--- config.mk ---
export PLATFORM = sky130hd
export DESIGN_NAME = stack_cntrl_mc
export DESIGN_NICKNAME = d
export VERILOG_FILES = /design/src/rtl/stack_pkg.sv /design/src/rtl/stack_ctx_state.sv /design/src/rtl/stack_cntrl_mc.sv
export SDC_FILE = /design/constraint.sdc
export NUM_CORES = 1
export LEC_CHECK = 0
export ABC_AREA = 1
export CAP_MARGIN = 15
export CORE_MARGIN = 2
export CORE_UTILIZATION = 25
export DETAILED_ROUTE_END_ITERATION = 6
export PLACE_DENSITY_LB_ADDON = 0.3
export SLEW_MARGIN = 5
export SYNTH_ARGS = -nofsm -noshare
export SYNTH_HDL_FRONTEND = slang
export SYNTH_SLANG_ARGS = --single-unit
--- constraint.sdc ---
create_clock -name clk -period 5.2 [get_ports clk]
set_input_delay 0.52 -clock clk [delete_from_list [all_inputs] [get_ports clk]]
set_output_delay 0.52 -clock clk [all_outputs]
set_load 0.05 [all_outputs]
--- src/rtl/stack_pkg.sv ---
// Shared types and helpers for the multi-context stack controller.
// op_t names the per-cycle stack operation; ctx_w derives the context index width.
package stack_pkg;

   typedef enum logic [2:0] {
      OP_NOP,
      OP_PUSH,
      OP_POP,
      OP_REPLACE,
      OP_BYPASS
   } op_t;

   // A single context still needs a one-bit index.
   function automatic int ctx_w(input int n);
      return (n > 1) ? $clog2(n) : 1;
   endfunction

endpackage

--- src/rtl/stack_ctx_state.sv ---
// Occupancy state of one stack context.
// Ports: clk, arst_n, inc/dec/clr controls, cnt (current count),
// empty_r/full_r (registered flags derived from the next count).
module stack_ctx_state #(
   parameter int DEPTH = 8,
   parameter int CNT_W = $clog2(DEPTH + 1)
) (
   input  logic             clk,
   input  logic             arst_n,
   input  logic             inc,
   input  logic             dec,
   input  logic             clr,
   output logic [CNT_W-1:0] cnt,
   output logic             empty_r,
   output logic             full_r
);

   logic [CNT_W-1:0] cnt_d, cnt_q;
   logic             empty_d, empty_q;
   logic             full_d, full_q;

   // clr has priority; the controller never asserts inc and dec together.
   always_comb begin
      cnt_d = cnt_q;
      if (clr) begin
         cnt_d = '0;
      end else if (inc) begin
         cnt_d = cnt_q + CNT_W'(1);
      end else if (dec) begin
         cnt_d = cnt_q - CNT_W'(1);
      end
      empty_d = (cnt_d == '0);
      full_d  = (cnt_d == CNT_W'(DEPTH));
   end

   always_ff @(posedge clk or negedge arst_n) begin
      if (!arst_n) begin
         cnt_q   <= '0;
         empty_q <= 1'b1;
         full_q  <= 1'b0;
      end else begin
         cnt_q   <= cnt_d;
         empty_q <= empty_d;
         full_q  <= full_d;
      end
   end

   assign cnt     = cnt_q;
   assign empty_r = empty_q;
   assign full_r  = full_q;

endmodule

--- src/rtl/stack_cntrl_mc.sv ---
// Multi-context LIFO controller over one shared single-port read-first memory.
// Ports: clk, arst_n, push/pop/flush/err_clr requests in; memory enables/address,
// bypass, occupancy, per-context empty/full and sticky error flags out.
module stack_cntrl_mc
   import stack_pkg::*;
#(
   parameter int CTX_N = 4,
   parameter int DEPTH = 8,
   localparam int CTX_W  = ctx_w(CTX_N),
   localparam int PTR_W  = $clog2(DEPTH),
   localparam int CNT_W  = $clog2(DEPTH + 1),
   localparam int ADDR_W = CTX_W + PTR_W
) (
   input  logic              clk,
   input  logic              arst_n,
   input  logic [CTX_W-1:0]  i_ctx,
   input  logic              i_push,
   input  logic              i_pop,
   input  logic              i_flush,
   input  logic [CTX_W-1:0]  i_flush_ctx,
   input  logic              i_err_clr,
   output logic              o_mem_wen,
   output logic              o_mem_ren,
   output logic [ADDR_W-1:0] o_mem_addr,
   output logic              o_bypass,
   output logic [CNT_W-1:0]  o_count,
   output logic [CTX_N-1:0]  o_empty_r,
   output logic [CTX_N-1:0]  o_full_r,
   output logic              o_err_ovf_r,
   output logic              o_err_unf_r
);

   logic [CNT_W-1:0] cnt_arr [CTX_N];
   logic [CTX_N-1:0] inc, dec, clr;
   logic [CNT_W-1:0] c;
   logic             ctx_ok;
   logic             flush_hit;
   logic             c_empty, c_full;
   logic             set_ovf, set_unf;
   op_t              op;
   logic             err_ovf_d, err_ovf_q;
   logic             err_unf_d, err_unf_q;

   for (genvar g = 0; g < CTX_N; g++) begin : g_ctx
      stack_ctx_state #(
         .DEPTH (DEPTH),
         .CNT_W (CNT_W)
      ) u_ctx (
         .clk     (clk),
         .arst_n  (arst_n),
         .inc     (inc[g]),
         .dec     (dec[g]),
         .clr     (clr[g]),
         .cnt     (cnt_arr[g]),
         .empty_r (o_empty_r[g]),
         .full_r  (o_full_r[g])
      );
   end

   // Select the targeted context; an index beyond CTX_N-1 is ignored.
   always_comb begin
      c      = '0;
      ctx_ok = 1'b0;
      for (int k = 0; k < CTX_N; k++) begin
         if (CTX_W'(k) == i_ctx) begin
            ctx_ok = 1'b1;
            c      = cnt_arr[k];
         end
      end
   end

   assign c_empty   = (c == '0);
   assign c_full    = (c == CNT_W'(DEPTH));
   assign flush_hit = i_flush && (i_flush_ctx == i_ctx);

   // A flush of the same context swallows the whole push/pop request.
   always_comb begin
      op      = OP_NOP;
      set_ovf = 1'b0;
      set_unf = 1'b0;
      if (ctx_ok && !flush_hit) begin
         unique case (1'b1)
            (i_push && i_pop): op = c_empty ? OP_BYPASS : OP_REPLACE;
            (i_push && !i_pop): begin
               if (c_full) set_ovf = 1'b1;
               else        op      = OP_PUSH;
            end
            (i_pop && !i_push): begin
               if (c_empty) set_unf = 1'b1;
               else         op      = OP_POP;
            end
            default: op = OP_NOP;
         endcase
      end
   end

   // Replace reads and writes the top slot; read-first returns old data.
   always_comb begin
      o_mem_wen  = (op == OP_PUSH) || (op == OP_REPLACE);
      o_mem_ren  = (op == OP_POP) || (op == OP_REPLACE);
      o_bypass   = (op == OP_BYPASS);
      o_mem_addr = '0;
      unique case (op)
         OP_PUSH:
            o_mem_addr = {i_ctx, c[PTR_W-1:0]};
         OP_POP, OP_REPLACE:
            o_mem_addr = {i_ctx, c[PTR_W-1:0] - PTR_W'(1)};
         default:
            o_mem_addr = '0;
      endcase
   end

   always_comb begin
      inc = '0;
      dec = '0;
      clr = '0;
      for (int k = 0; k < CTX_N; k++) begin
         if (CTX_W'(k) == i_ctx) begin
            inc[k] = (op == OP_PUSH);
            dec[k] = (op == OP_POP);
         end
         clr[k] = i_flush && (CTX_W'(k) == i_flush_ctx);
      end
   end

   // A new error beats a coincident clear.
   assign err_ovf_d = set_ovf || (err_ovf_q && !i_err_clr);
   assign err_unf_d = set_unf || (err_unf_q && !i_err_clr);

   always_ff @(posedge clk or negedge arst_n) begin
      if (!arst_n) begin
         err_ovf_q <= 1'b0;
         err_unf_q <= 1'b0;
      end else begin
         err_ovf_q <= err_ovf_d;
         err_unf_q <= err_unf_d;
      end
   end

   assign o_count     = c;
   assign o_err_ovf_r = err_ovf_q;
   assign o_err_unf_r = err_unf_q;

endmodule

==> results.tsv, run 1 <==
stage	metric	value	unit
run_status	outcome	finished clean	
pwr	seqPwrFrac	27.7	%
hold_path	hold_path_class	register to register	
critical_path	arrival	4150	ps
logic_synthesis	avgSynthCellArea	7.03	um^2
layout	postLayoutCoreUtil	31.0	%
route	drcViolationCount	0	
pwr	switching_share	52.7	%
logic_synthesis	netlist_instances	304	
floorplan	die_y	96.5	um
floorplan	row_count	33	
clock_tree	clockRootBuffer	clkbuf_8	
layout	antenna_cells	0	
timing	slew-limit-headroom	63.7	%
timing	setup_violations	0	
critical_path	crit_required	4680	ps
grt	grt_max_degree	27	
clock_tree	cts_resized	0	
timing	fin_tns_setup	0	ps
clock_tree	clock_sinks	26	
timing	slew_violations	0	
logic_synthesis	synth_area	2140	um^2
pwr	ir_worst_vdd	236	uV
timing	hold_violations	0	
timing	max_freq	214	MHz
logic_synthesis	synth_fp_nets	323	
layout	final_nets	349	
timing	grt_setup_unrepaired	false	
grt	grt_pass1_wl	9090	um
clock_tree	htreeDepth	1	
critical_path	startpoint_type	input pin	
layout	fillCellCount	887	
logic_synthesis	yosys.area.top_type	dfrtp_1	
floorplan	coreArea	8260	um^2
layout	layout-drive-gt1-share	8.81	%
grt	globalRouteOverflowTotal	0	
route	drtPass1Iterations	4	
timing	period_minus_slack	4670	ps
grt	antenna_found_initial	0	
logic_synthesis	yosys_register_bits	26	
clock_tree	postCtsSetupBuffers	0	
critical_path	crit_fanout	10	
logic_synthesis	yosysUniqueCellTypes	33	
clock_tree	worstSkewPairLatency	280	ps
timing	fin_skew	4.44	ps
route	wire_per_inst	12.1	um
critical_path	worstSetupEndpointType	output pin	
logic_synthesis	synthArstFlopShare	100	%
pwr	combinationalPowerShare	62.5	%
grt	grt_pass1_vias	1873	
timing	worstMarginPinSlew	543	ps
pwr	p_int	668	uW
route	drt-total-wl	5270	um
floorplan	start_util	25.9	%
job	max_cap_violations	0	
clock_tree	cts_hold_buf	0	
critical_path	critPathKind	input pin to output pin	
pwr	power_density	553	nW/um^2
placed_design	hpwlAfterDp	4090	um
floorplan	io_pins	32	
pwr	p_leak	0.00137	uW
clock_tree	cts_buffer_depth	2	
logic_synthesis	ys_seq_area_share	30.7	%
logic_synthesis	synthTopCellsByArea	dfrtp_1 26%, nand2_1 14%, inv_1 9.0%	
clock_tree	path_clk_slew	100	ps
grt	gr-usage-all-layers	12.5	%
floorplan	die_x	96.5	um
logic_synthesis	yosys_warnings	0	
route	viasPerCell	4.32	
critical_path	crit_top_cell	inv_1	
logic_synthesis	yosysTopAreaCellShare	25.7	%
critical_path	path_cells	clkdlybuf4s50_1 -> inv_1 -> nor2_1 -> inv_1 -> o221ai_1 -> o21bai_1 -> inv_1 -> ha_1 -> nand3_1 -> nand2_2 -> nand2_4 -> nand3_1 -> o21ai_0 -> clkdlybuf4s50_1	
route	vias	1876	
logic_synthesis	synth_edf_count	0	
placed_design	gp_congestion	0.851	
clock_tree	cts_buffers	3	
route	ant_nets	0	
critical_path	slowest_stage	clkdlybuf4s50_1	
placed_design	io_buffers	31	
clock_tree	cts_tree	done	
logic_synthesis	synthFlopType	dfrtp_1	
layout	syn_to_final_growth	19.7	%
critical_path	cpPeakStageDelay	850	ps
floorplan	dieArea	9310	um^2
timing	min_period_over_period	89.8	%
pwr	p_sw	746	uW
pwr	p_clk_share	9.8	%
route	drt_iter0_drc	61	
[power by group through the flow]
stage / sequential (uW) / clock, uW / combinational, uW
2_1_floorplan: 370 / 0 / 704
3_3_place_gp: 393 / 0 / 881
3_5_place_dp: 395 / 0 / 890
4_1_cts: 392 / 145 / 895
5_1_grt: 408 / 151 / 990
6_report: 391 / 139 / 884
[per-stage QoR]
stage	hold WS [ps]	cells	area (um^2)	setup WS, ps	power [uW]
2_1_floorplan	224	304	2140	872	1070
3_3_place_gp	525	430	2500	647	1270
3_5_place_dp	526	430	2500	526	1290
4_1_cts	541	434	2560	514	1430
5_1_grt	583	434	2560	231	1550
6_report	537	434	2560	530	1410
[cells in the mapped netlist (2+ instances only)]
cell / n
buf_4: 8
ha_1: 9
nand2_2: 5
dfstp_2: 4
inv_2: 3
nand4_2: 3
nand3_2: 2
o22ai_1: 5
nor3_1: 6
nand3_1: 36
xor2_1: 13
xnor2_1: 2
nor2_1: 26
dfrtp_1: 22
inv_1: 51
a21oi_1: 6
nand3b_1: 2
nand2_1: 81
o21ai_0: 4
nand4_1: 2
buf_6: 2
[cells in the final DEF (no fill, tap or decap), types with 2 or more instances in the layout]
cell type	n
nand3_2	2
a21oi_1	6
nor2_1	26
ha_1	9
nand4_2	3
inv_1	51
nand2_2	5
xnor2_1	2
dfstp_2	4
o22ai_1	5
inv_2	3
nand4_1	2
nor3_1	6
clkdlybuf4s50_1	31
buf_4	2
o21ai_0	4
nand2_1	81
xor2_1	13
nand3_1	36
dfrtp_1	22
clkbuf_8	4
nand3b_1	2
[final timing paths]
kind                                        from                     end  slack (ps)  cells after the start
setup reg to reg           g_ctx[0].u_ctx.cnt[0]  g_ctx[1].u_ctx.empty_r        2450                     14
max in group asynchronous                 arst_n  g_ctx[2].u_ctx.empty_r        4290                      2
hold reg to reg                      o_err_unf_r             o_err_unf_r         540                      2
setup / recovery                        i_ctx[0]           o_mem_addr[0]         530                     14
min in group asynchronous                 arst_n             o_err_ovf_r         610                      2
hold / removal                       o_err_unf_r             o_err_unf_r         540                      2
[worst max-delay path, delay by kind of cell]
| family | cells | cell delay (ps) |
|---|---|---|
| simple gates | 5 | 880 |
| buf+inv | 5 | 1880 |
| compound gates | 3 | 600 |
| fa+ha+maj | 1 | 260 |
[metal layers]
layer,GRT usage [%],vias to the layer above,routed length (um)
li1,-,997,-
met3,1.40,4,135
met2,21.5,19,2430
met5,0,-,0
met4,3.05,0,68
met1,16.8,856,2630
[state kept, by name, indices dropped and copies added, names as in the netlist]
name                 count
g_ctx.u_ctx.cnt         16
g_ctx.u_ctx.empty_r      4
g_ctx.u_ctx.full_r       4
o_err_ovf_r              1
o_err_unf_r              1
[final cells by class]
cell class / count / area (um^2) / area share [%]
inverter: 54 / 203 / 7.92
timing repair buffer: 33 / 325 / 12.7
sequential: 26 / 656 / 25.6
clock buffer: 4 / 55.1 / 2.15
multi-input combinational: 212 / 1190 / 46.5
tap: 105 / 131 / 5.13
[kinds of logic after synthesis]
kind of cell | after synthesis | share of synthesized area (%)
DFF | 26 | 30.7
buffers and inverters | 66 | 13.8
xor gates and xnor gates | 15 | 6.14
adders and majority gates | 9 | 5.27
AOI/OAI and AO/OA | 19 | 6.55
and+or+nand+nor | 169 | 37.6
(Power assumes the default switching activity.)
==> inputs of run 2 (changes only) <==
--- a/config.mk
+++ b/config.mk
@@ -11,7 +11,7 @@
 export CORE_UTILIZATION = 25
 export DETAILED_ROUTE_END_ITERATION = 6
 export PLACE_DENSITY_LB_ADDON = 0.3
-export SLEW_MARGIN = 5
+export SLEW_MARGIN = 20
 export SYNTH_ARGS = -nofsm -noshare
 export SYNTH_HDL_FRONTEND = slang
 export SYNTH_SLANG_ARGS = --single-unit
==> results of run 2 <==
Final layout, timing and power as in run 1 (identical DEF).
